## src/rtl/alu_pkg.sv

```systemverilog
// Shared constants and the issued-beat type for the ALU issue path.
package alu_pkg;

    localparam int BEAT_XLEN   = 32;
    localparam int BEAT_CTRL_W = 8;

    // ALU control codes; NONE makes the ALU return 0
    localparam logic [BEAT_CTRL_W-1:0] CTRL_NONE = 8'h00;
    localparam logic [BEAT_CTRL_W-1:0] CTRL_ADD  = 8'h01;
    localparam logic [BEAT_CTRL_W-1:0] CTRL_SUB  = 8'h02;
    localparam logic [BEAT_CTRL_W-1:0] CTRL_MUL  = 8'h03;
    localparam logic [BEAT_CTRL_W-1:0] CTRL_DIV  = 8'h04;
    localparam logic [BEAT_CTRL_W-1:0] CTRL_XOR  = 8'h05;
    localparam logic [BEAT_CTRL_W-1:0] CTRL_AND  = 8'h06;
    localparam logic [BEAT_CTRL_W-1:0] CTRL_OR   = 8'h07;

    localparam logic [6:0] OP_R = 7'b0110011;
    localparam logic [6:0] OP_I = 7'b0010011;

    typedef struct packed {
        logic [BEAT_XLEN-1:0]   op1;
        logic [BEAT_XLEN-1:0]   op2;
        logic [BEAT_CTRL_W-1:0] ctrl;
        logic [4:0]             rd;
        logic                   illegal;
    } beat_t;

endpackage

```

## src/rtl/alu_decode.sv

```systemverilog
// Combinational decode: raw instruction plus register data -> issued beat.
// Optional writeback bypass on rs1/rs2 when EX_FWD_EN is defined.
module alu_decode
    import alu_pkg::*;
(
    input  logic [BEAT_XLEN-1:0] i_instr,
    input  logic [BEAT_XLEN-1:0] i_rs1_data,
    input  logic [BEAT_XLEN-1:0] i_rs2_data,
    input  logic                 i_wb_valid,
    input  logic [4:0]           i_wb_rd,
    input  logic [BEAT_XLEN-1:0] i_wb_data,
    output beat_t                o_beat
);

    logic [6:0]           w_opcode;
    logic [2:0]           w_f3;
    logic [6:0]           w_f7;
    logic [BEAT_XLEN-1:0] w_rs1;
    logic [BEAT_XLEN-1:0] w_rs2;
    logic [BEAT_XLEN-1:0] w_imm;

    assign w_opcode = i_instr[6:0];
    assign w_f3     = i_instr[14:12];
    assign w_f7     = i_instr[31:25];
    assign w_imm    = {{(BEAT_XLEN-12){i_instr[31]}}, i_instr[31:20]};

`ifdef EX_FWD_EN
    // x0 is never bypassed: its architectural value is always zero
    assign w_rs1 = (i_wb_valid && (i_wb_rd != 5'd0) && (i_wb_rd == i_instr[19:15]))
                   ? i_wb_data : i_rs1_data;
    assign w_rs2 = (i_wb_valid && (i_wb_rd != 5'd0) && (i_wb_rd == i_instr[24:20]))
                   ? i_wb_data : i_rs2_data;
`else
    logic w_unused_wb;
    assign w_unused_wb = &{1'b0, i_wb_valid, i_wb_rd, i_wb_data};
    assign w_rs1 = i_rs1_data;
    assign w_rs2 = i_rs2_data;
`endif

    // Opcode/funct decode; anything unrecognised issues as an illegal NONE op
    always_comb begin
        o_beat         = '0;
        o_beat.rd      = i_instr[11:7];
        o_beat.ctrl    = CTRL_NONE;
        o_beat.illegal = 1'b1;
        if (w_opcode == OP_R) begin
            o_beat.illegal = 1'b0;
            case ({w_f7, w_f3})
                {7'b0000000, 3'b000}: o_beat.ctrl = CTRL_ADD;
                {7'b0100000, 3'b000}: o_beat.ctrl = CTRL_SUB;
                {7'b0000001, 3'b000}: o_beat.ctrl = CTRL_MUL;
                {7'b0000000, 3'b100}: o_beat.ctrl = CTRL_XOR;
                {7'b0000001, 3'b100}: o_beat.ctrl = CTRL_DIV;
                {7'b0000000, 3'b111}: o_beat.ctrl = CTRL_AND;
                {7'b0000000, 3'b110}: o_beat.ctrl = CTRL_OR;
                default:              o_beat.illegal = 1'b1;
            endcase
            o_beat.op1 = w_rs1;
            o_beat.op2 = w_rs2;
        end else if (w_opcode == OP_I) begin
            o_beat.illegal = 1'b0;
            case (w_f3)
                3'b000:  o_beat.ctrl = CTRL_ADD;
                3'b100:  o_beat.ctrl = CTRL_XOR;
                3'b111:  o_beat.ctrl = CTRL_AND;
                3'b110:  o_beat.ctrl = CTRL_OR;
                default: o_beat.illegal = 1'b1;
            endcase
            o_beat.op1 = w_rs1;
            o_beat.op2 = w_imm;
        end
        // Illegal beats still flow so the trap logic sees them, but carry no operands
        if (o_beat.illegal) begin
            o_beat.ctrl = CTRL_NONE;
            o_beat.op1  = '0;
            o_beat.op2  = '0;
        end
    end

endmodule

```

## src/rtl/ex_issue_stage.sv

```systemverilog
// Issue stage in front of the ALU: decode, one output register and a
// 1-entry skid buffer behind valid/ready. Optional macro: EX_FWD_EN
// (writeback bypass into the operand select).
module ex_issue_stage
    import alu_pkg::*;
#(
    parameter int XLEN   = 32,
    parameter int CTRL_W = 8
) (
    input  logic              clk,
    input  logic              rst_n,
    input  logic              in_valid,
    output logic              in_ready,
    input  logic [XLEN-1:0]   in_instr,
    input  logic [XLEN-1:0]   in_rs1_data,
    input  logic [XLEN-1:0]   in_rs2_data,
    input  logic              flush,
    output logic              out_valid,
    input  logic              out_ready,
    output logic [XLEN-1:0]   out_op1,
    output logic [XLEN-1:0]   out_op2,
    output logic [CTRL_W-1:0] out_ctrl,
    output logic [4:0]        out_rd,
    output logic              out_illegal,
    input  logic              wb_valid,
    input  logic [4:0]        wb_rd,
    input  logic [XLEN-1:0]   wb_data
);

    beat_t r_main;
    beat_t r_skid;
    logic  r_valid;
    logic  r_skid_vld;
    beat_t w_beat;
    logic  w_accept;

    alu_decode u_decode (
        .i_instr    (in_instr),
        .i_rs1_data (in_rs1_data),
        .i_rs2_data (in_rs2_data),
        .i_wb_valid (wb_valid),
        .i_wb_rd    (wb_rd),
        .i_wb_data  (wb_data),
        .o_beat     (w_beat)
    );

    // in_ready comes straight from a flop: the stage is open iff the skid is empty
    assign in_ready = ~r_skid_vld;
    assign w_accept = in_valid & ~r_skid_vld;

    // Main register refills from skid first, else from the input; a stalled
    // main register parks an accepted beat in the skid. Flush wins over accept.
    always_ff @(posedge clk or negedge rst_n) begin
        if (!rst_n) begin
            r_main     <= '0;
            r_skid     <= '0;
            r_valid    <= 1'b0;
            r_skid_vld <= 1'b0;
        end else if (flush) begin
            r_valid    <= 1'b0;
            r_skid_vld <= 1'b0;
        end else if (!r_valid || out_ready) begin
            if (r_skid_vld) begin
                r_main     <= r_skid;
                r_valid    <= 1'b1;
                r_skid_vld <= 1'b0;
            end else if (w_accept) begin
                r_main  <= w_beat;
                r_valid <= 1'b1;
            end else begin
                r_valid <= 1'b0;
            end
        end else if (w_accept) begin
            r_skid     <= w_beat;
            r_skid_vld <= 1'b1;
        end
    end

    assign out_valid   = r_valid;
    assign out_op1     = r_main.op1;
    assign out_op2     = r_main.op2;
    assign out_ctrl    = r_main.ctrl;
    assign out_rd      = r_main.rd;
    assign out_illegal = r_main.illegal;

endmodule

```

## config.mk

```make
export PLATFORM = sky130hd
export DESIGN_NAME = ex_issue_stage
export DESIGN_NICKNAME = d
export VERILOG_FILES = /design/src/rtl/alu_pkg.sv /design/src/rtl/alu_decode.sv /design/src/rtl/ex_issue_stage.sv
export SDC_FILE = /design/constraint.sdc
export NUM_CORES = 1
export LEC_CHECK = 0
export ABC_AREA = 1
export CAP_MARGIN = 20
export CORE_ASPECT_RATIO = 1.25
export CORE_MARGIN = 2
export CORE_UTILIZATION = 53
export CTS_BUF_LIST = sky130_fd_sc_hd__clkbuf_8
export DETAILED_ROUTE_END_ITERATION = 8
export PLACE_DENSITY = 0.9
export SYNTH_ARGS = -nofsm -noshare
export SYNTH_HDL_FRONTEND = slang
export SYNTH_SLANG_ARGS = --single-unit
```

## constraint.sdc

```tcl
create_clock -name clk -period 4.32 [get_ports clk]
set_input_delay 0.864 -clock clk [delete_from_list [all_inputs] [get_ports clk]]
set_output_delay 0.864 -clock clk [all_outputs]
set_load 0.005 [all_outputs]
```

== Word-level counts from Yosys, hierarchy flattened ==
Index checks and enable logic that the tools add are counted.
Word-level totals
  memories kept: 0
  latch bits: 0
  memory bits (read-only): 0
  bits in writable memories: 0
  input port bits: 139
  logic and storage cells: 56
  output and inout bits: 80
  bits in registers: 158
Operators by class
  bitwise gates (word level): 4
  equality and inequality tests: 11
  shifts and indexed selects: 0
  multiplexer cells: 18
  divide/modulo/power cells: 0
  $lt $le $gt $ge: 0
  reductions and logical operators: 11
  multiply operators: 0
  $add $sub $neg: 0
Operators with widths (count)
  $mux W72: 3
  $mux W78: 2
  $eq A10 B3 Y1 const B: 3
  $pmux W3 S7: 1
  $eq A10 B4 Y1 const B: 2
  $pmux W3 S4: 1
  $mux W1: 11
  $eq A10 B9 Y1 const B: 1
  $logic_not A10 Y1: 1
  $eq A3 B3 Y1 const B: 3
  $eq A7 B5 Y1 const B: 1
  $eq A7 B6 Y1 const B: 1
  $reduce_or A7 Y1: 1
  $reduce_and A3 Y1: 2
  $reduce_bool A2 Y1: 2
  $reduce_or A4 Y1: 1
  $logic_not A3 Y1: 1
  $not A1 Y1: 3
  $reduce_bool A3 Y1: 1
  $and A1 B1 Y1: 1
  $logic_not A1 Y1: 1
  $logic_or A1 B1 Y1: 1

== Logic depth before layout (Yosys ltp) ==
Gate-level depths: netlist (run 1).
  word-level depth: 8
  gate-level depth with buffers: 13
  gate-level depth less buffers: 11

== Cells and area by module ==
A second synthesis (run 1) with hierarchy kept.
Second synthesis, totals
  cell total of the unflattened synthesis: 1183
  area total of the unflattened synthesis: 8275.4 sq um
By module, submodules not included
  ex_issue_stage: instances 1, sequential area each 3953.8 sq um, cells each 941, area an instance 7159.4 sq um
  alu_decode: instances 1, sequential area each 0.0 sq um, cells each 242, area an instance 1116.1 sq um

== Worst setup path after synthesis (run 1) ==
OpenSTA, ideal clock, no wires.
  path kind: input-to-reg
  from: in in_instr[2]
  to: reg r_main, in the netlist out_op2[5]
  arrival: 1883 ps
  setup time: 116 ps
  cell stages on the path: 12
  buffers on the path: 2
  data required time: 4204 ps
  slack: 2321 ps
  path through: inv_1 nand2_1 nor2_4 nand2_4 nor2_4 nand3_2 buf_12 buf_12 nand3_2 nand2_1 nand2_1 nand2_1
On the way
  cells in the longest elaborated chain, start to end: 6
  elaborated cells between the ends (all ways): 9
  classes of those cells: 2 x eq/ne; 7 x mux
RTL lines
  start, declared: line ex_issue_stage.sv:14  | input logic [XLEN-1:0] in_instr,
  $eq A7 B5 Y1: line alu_decode.sv:60  | end else if (w_opcode == OP_I) begin
  $mux W72 / $mux W1 (equally long branches): line alu_decode.sv:60
  $mux W72 / $mux W1 (equally long branches): line alu_decode.sv:46  | if (w_opcode == OP_R) begin
  $mux W72 (*): line alu_decode.sv:73  | if (o_beat.illegal) begin
  $mux W78 (*): line ex_issue_stage.sv:67  | end else if (w_accept) begin
  $mux W78 (*): line ex_issue_stage.sv:63  | if (r_skid_vld) begin
  end signal, assigned: line ex_issue_stage.sv:64  | r_main <= r_skid;
  end signal, assigned: line ex_issue_stage.sv:68  | r_main <= w_beat;
  end, declared: line ex_issue_stage.sv:30  | beat_t r_main;
Every way passes the cells marked *; elsewhere a longest branch is shown, timed or not. The select of a mux whose other input is x is not followed.
A chain may end at the register's enable or synchronous reset.

== Worst setup path in the final report (run 1) ==
  from: in in_instr[4]
  to: reg r_main, in the netlist out_op1[8]
The elaborated chain is that of the path after synthesis.

==> qor.yml, run 1 <==
synthesis:
  synth_flop_cell: "dfrtp_1"
  synth-edff-count: 0
  netlist_area_mm2: 0.00755
  ys_ff_latch: 148
  yosys-top-cells-count: "nand2_1 (403), nor2_1 (166), dfrtp_1 (148), o21ai_1 (49), nand3_2 (40)"
  netlist-cell-type-count: 26
  synthArstFlopShare_pct: 100
  synth_area_leader_cell: "dfrtp_1"
  syn_avg_cell_area_um2: 7.50
  syn_inst: 1007
  synth.most_common_cell: "nand2_1"
  ys_seq_area_share_pct: 49.0
  yosys_warnings: 0
  synth_area_leaders: "dfrtp_1 (49%), nand2_1 (20%), nor2_1 (8.2%)"
  synth_top_area_share_pct: 49.0
clock_tree:
  h-tree-depth: 4
  clk_latency_ns: 0.43
  cts_max_path_buffers: 2
  post_cts_buffers: 0
  cts_buffers: 17
  cts_num_sinks: 148
  cts_root_buf: "clkbuf_8"
  ctsResizeCount: 0
  hold_buffers: 0
  clk_pin_slew_ns: 0.09
  tritoncts: "built"
power:
  power_uw: 3080
  power_density_mw_per_mm2: 319
  leakagePower_uw: 0.00510
  peakVddDrop_v: 0.000238
placement:
  dpl.hpwl_mm: 11.9
  portBuffers: 170
  finalWeightedCongestion: 0.805
  dpl_cell_area_mm2: 0.00919
  place_ws_ns: 0.803
setup_path:
  cp-startpoint: "in_instr[4]"
  worstPathArrival_ns: 3.38
  path_max_fanout: 48
  critPathCaptureType: "flop"
  worst-r2r-setup-slack_ns: 2.04
  setup.worst_path.end: "out_op1[8]$_DFFE_PN0P_"
  r2r-end: "r_skid[34]$_DFFE_PN0P_"
  crit_required_ns: 4.63
  cp-start-kind: "primary input"
  r2r_cells: 5
  r2r-start: "r_skid_vld$_DFFE_PN0P_"
  critPathKind: "in -> reg"
sta:
  fin_crit_sh_pct: 70.9
  max_freq_mhz: 326
  report.final.setup_viol: 0
  worst_pin_slew_ns: 0.936
  fin_crit_ns: 3.06
  finClkSkew_ns: 0.0106
  fin_setup_tns_ns: 0
  slew-limit-headroom_pct: 37.4
  setup_slack_ns: 1.26
  rsz0062_at_grt: "false"
  hold_viol_final: 0
  maxSlewViolCount: 0
final_layout:
  fin_area_mm2: 0.00965
  n_antenna_cell: 0
  fillers: 1130
  drive_gt1_share_pct: 8.01
  syn_to_final_growth_pct: 27.8
  fin_util_pct: 69.6
  nNetsFinal: 1274
grt:
  first_global_vias: 6455
  antenna_found_initial: 0
  grt_usage_pct: 24.3
  grt-ovfl-total: 0
  grt_max_degree: 95
  grt_pass1_wl_mm: 30.5
detailed_routing:
  drtIter0Drc: 631
  vias_per_cell: 5.20
  routed_wl_mm: 18.5
  drt.antenna.violating_nets: 0
  vias: 6879
  drt_pass1_iterations: 7
  drc_errors: 0
  wl_per_cell_um: 14.0
floorplan:
  io_pins: 219
  num_rows: 48
  core-area_mm2: 0.0139
  die_y_um: 137
  start_util_pct: 54.4
  die_w_um: 111
  die_area_mm2: 0.0152
flow_run:
  cap_violations: 0
outcome:
  status: "finished clean"
worst_hold_path:
  worstHoldPathType: "in -> async"
cell type report:
cell class              count  area [um^2]  area share, %
well taps                 175          219           2.27
multi-input cells         768         3390           35.2
repair buffers            179         1800           18.6
clock buffers              18          248           2.57
flip-flops and latches    148         3700           38.4
inverters                  21         81.3          0.843
clock inverters            14          211           2.19
sequential cells by signal, summed over array words and instances, names as in the netlist:
register,cells
out_ctrl,3
out_illegal,1
out_op1,32
out_op2,32
out_rd,5
out_valid,1
r_skid,73
r_skid_vld,1
metal layers:
metal	GRT usage [%]	up-vias	wire length (um)
met4	7.43	0	359
met2	40.9	242	9140
li1	-	3397	-
met1	31.8	3215	7910
met3	5.50	25	1120
met5	0	-	0
critical path, stage by stage:
cell             delay [ns]
clkdlybuf4s50_1        0.47
nand2_1                0.05
nor2_1                 0.17
nand2_4                0.33
nor2_4                 0.28
nand3_4                0.41
buf_12                 0.37
nand3_1                0.13
nand2_1                0.07
nand2_1                0.11
nand2_1                0.08
through the flow:
step	std cells	hold WS (ns)
after floorplan	1011	0.444
after global placement	1291	0.459
after detailed placement	1291	0.461
after CTS	1323	0.480
after global routing	1323	0.501
final	1323	0.478
layout by cell type, fill, tap and decap left out, types with 18 or more instances in the layout:
| cell | n |
|---|---|
| a21oi_1 | 24 |
| clkbuf_8 | 18 |
| clkdlybuf4s50_1 | 169 |
| dfrtp_1 | 148 |
| inv_1 | 20 |
| nand2_1 | 402 |
| nand3_1 | 32 |
| nand3_2 | 39 |
| nor2_1 | 166 |
| o21ai_0 | 38 |
| o21ai_1 | 49 |
worst min-delay path by stage:
stage	start	end	slack (ns)	cells past startpoint
finish	rst_n	out_op1[2]$_DFFE_PN0P_	0.48	1
global route	out_op1[15]$_DFFE_PN0P_	out_op1[15]$_DFFE_PN0P_	0.50	2
CTS	r_skid[8]$_DFFE_PN0P_	r_skid[8]$_DFFE_PN0P_	0.48	2
detailed placement	r_skid[8]$_DFFE_PN0P_	r_skid[8]$_DFFE_PN0P_	0.46	2
global placement	r_skid[8]$_DFFE_PN0P_	r_skid[8]$_DFFE_PN0P_	0.46	2
floorplan	r_skid[8]$_DFFE_PN0P_	r_skid[8]$_DFFE_PN0P_	0.44	2
power breakdown:
part	switching (uW)	internal, uW	leakage, uW
Sequential	32.7	1450	0.00203
Clock	526	701	0.000227
Combinational	181	197	0.00285
logic make-up (layout without fill, tap and decap cells):
kind of cell	after synthesis	in the layout	share of synthesized area, %
flip-flops	148	148	49.0
other	1	5	0.0496
buffers and inverters	95	232	6.71
AO/OA/AOI/OAI	115	115	7.75
AND/OR/NAND/NOR	648	648	36.5
Power figures use the tool's default switching activity.
==> run 2: changes to the inputs <==
--- a/config.mk
+++ b/config.mk
@@ -9,10 +9,10 @@
 export CAP_MARGIN = 20
 export CORE_ASPECT_RATIO = 1.25
 export CORE_MARGIN = 2
-export CORE_UTILIZATION = 53
+export CORE_UTILIZATION = 45
 export CTS_BUF_LIST = sky130_fd_sc_hd__clkbuf_8
 export DETAILED_ROUTE_END_ITERATION = 8
-export PLACE_DENSITY = 0.9
+export PLACE_DENSITY = 0.81
 export SYNTH_ARGS = -nofsm -noshare
 export SYNTH_HDL_FRONTEND = slang
 export SYNTH_SLANG_ARGS = --single-unit
==> constraint.sdc (replaced) <==
create_clock -name clk -period 2.72 [get_ports clk]
set_input_delay 0.544 -clock clk [delete_from_list [all_inputs] [get_ports clk]]
set_output_delay 0.544 -clock clk [all_outputs]
set_load 0.005 [all_outputs]
==> run 2 against run 1 <==
Cell count increased by 3.5%. Die area increased by 17%. Critical path depth decreased by 9.
==> qor.yml, run 2 (same netlist as run 1, synthesis figures left out) <==
outcome:
  status: "finished clean"
sta:
  maxSlewViolCount: 0  # unchanged
  hold_viol_final: 0  # unchanged
  worst_pin_slew_ns: 0.869  # -0.0674 ns
  rsz0062_at_grt: "false"
  finClkSkew_ns: 0.0117  # +0.00112 ns
  whs_ns: 0.0721  # -0.405 ns
  slew-limit-headroom_pct: 42.1  # +4.7 points
  max_freq_mhz: 480
  fin_setup_tns_ns: 0  # unchanged
  report.final.setup_viol: 0  # unchanged
  fin_crit_sh_pct: 76.7
  fin_crit_ns: 2.09
floorplan:
  die_y_um: 149  # +8.3%
  start_util_pct: 46.3  # -8.2 points
  core-area_mm2: 0.0163  # +18%
  die_area_mm2: 0.0178  # +17%
  io_pins: 219  # unchanged
  num_rows: 52  # +8.3%
  die_w_um: 120  # +8.2%
grt:
  antenna_found_initial: 0  # unchanged
  first_global_vias: 6547  # +1.4%
  grt_max_degree: 88  # -7.4%
  grt-ovfl-total: 0  # unchanged
  grt_usage_pct: 21.7  # -2.6 points
  grt_pass1_wl_mm: 31.4  # +3.0%
setup_path:
  r2r-start: "r_skid_vld$_DFFE_PN0P_"
  max_stage_delay_ns: 0.51  # +0.04 ns
  cp_slowest_cell: "clkdlybuf4s50_1"
  path_max_fanout: 5  # -90%
  r2r_cells: 4  # -1
  worstPathArrival_ns: 1.54  # -1.84 ns
  cp-startpoint: "r_skid_vld$_DFFE_PN0P_"
  critPathCaptureType: "output port"
  cp-start-kind: "flop"
  critPathKind: "reg -> out"
  crit_required_ns: 2.18  # -2.45 ns
  r2r-end: "out_ctrl[2]$_DFFE_PN0P_"
  path_cells: "inv_4, clkdlybuf4s50_1"
  worst-r2r-setup-slack_ns: 0.95  # -1.09 ns
  setup.worst_path.end: "in_ready"
final_layout:
  n_antenna_cell: 0  # unchanged
  final_cells: 1369  # +3.5%
  mostFrequentLayoutCells: "nand2_1 (402), clkdlybuf4s50_1 (169), nor2_1 (166), dfrtp_1 (148), o21ai_1 (49)"
  regMostFlops: "r_skid"
  drive_gt1_share_pct: 8.41  # +0.40 points
  largest_reg_flops: 73  # unchanged
  final_common_cell: "nand2_1"
  nNetsFinal: 1281  # +0.55%
  syn_to_final_growth_pct: 29.5
detailed_routing:
  drt_pass1_iterations: 5  # -2
  drtIter0Drc: 485  # -23%
  routed_wl_mm: 18.4  # -0.56%
  vias: 6802  # -1.1%
  wl_per_cell_um: 13.5  # -3.9%
  drc_errors: 0  # unchanged
  vias_per_cell: 4.97  # -4.4%
  drt.antenna.violating_nets: 0  # unchanged
power:
  leakagePower_uw: 0.00515  # +0.84%
  peakVddDrop_v: 0.000246  # +3.2%
  power_uw: 4800  # +56%
  power_density_mw_per_mm2: 491  # +54%
placement:
  dpl.hpwl_mm: 12.0  # +0.96%
  portBuffers: 170  # unchanged
  finalWeightedCongestion: 0.816  # +1.4%
  dp.cells: 1339  # +3.7%
clock_tree:
  ctsResizeCount: 0  # unchanged
  cts_buffers: 17  # unchanged
  clk_latency_ns: 0.45  # +0.02 ns
  h-tree-depth: 4  # unchanged
  post_cts_buffers: 0  # unchanged
  cts_max_path_buffers: 2  # unchanged
  tritoncts: "built"
  cts_num_sinks: 148  # unchanged
  cts_root_buf: "clkbuf_8"
  clk_pin_slew_ns: 0.08  # about the same
  hold_buffers: 0  # unchanged
flow_run:
  cap_violations: 0  # unchanged
worst_hold_path:
  worstHoldPathType: "in -> async"
run 2: layer usage:
metal / GRT usage (%) / wire length [um] / vias up / part of all wire (%)
met5: 0 / 0 / - / 0
met4: 8.35 / 409 / 0 / 2.2
met3: 4.55 / 971 / 25 / 5.3
met2: 35.1 / 9030 / 198 / 49
met1: 28.6 / 8010 / 3165 / 43
li1: - / - / 3414 / -
run 2: how the worst min path moves through the flow:
stage	endpoint	start	slack [ns]
floorplan	out_ctrl[0]$_DFFE_PN0P_	rst_n	0.25
global placement	r_skid[8]$_DFFE_PN0P_	r_skid[8]$_DFFE_PN0P_	0.46
detailed placement	out_op1[2]$_DFFE_PN0P_	out_op1[2]$_DFFE_PN0P_	0.46
CTS	out_op1[19]$_DFFE_PN0P_	rst_n	0.07
global route	out_op1[30]$_DFFE_PN0P_	rst_n	0.1
finish	out_op1[17]$_DFFE_PN0P_	rst_n	0.07
run 2: worst max-delay path, delay by kind of cell, from the launching register on:
| family | cells | cell delay (ns) |
|---|---|---|
| DFF | 1 | 0.47 |
| buffers and inverters | 2 | 0.63 |
run 2: per-stage QoR:
| stage | setup WS [ns] | area [um^2] | utilization, % |
|---|---|---|---|
| 5_1_grt | 0.551 | 9780 | 59.9 |
| 4_1_cts | 0.586 | 9780 | 59.9 |
| 3_3_place_gp | 0.356 | 9360 | 57.3 |
| 6_report | 0.635 | 9780 | 59.9 |
| 2_1_floorplan | 1.04 | 7570 | - |
| 3_5_place_dp | 0.313 | 9360 | 57.3 |
run 2: cell type report:
| type | instances | area (um^2) |
|---|---|---|
| clock buffer | 19 | 262 |
| clock inverter | 11 | 161 |
| fill | 1460 | 6550 |
| inverter | 21 | 81.3 |
| multi-input combinational | 768 | 3390 |
| sequential | 148 | 3700 |
| tap | 216 | 270 |
| timing repair buffer | 186 | 1910 |
run 2: where the power goes:
part           switching [uW]  total, uW  internal, uW  leakage, uW
Clock                     815       1840          1030     0.000216
Combinational             287        612           324      0.00290
Sequential               49.5       2350          2300      0.00203
Total                    1150       4800          3650      0.00515
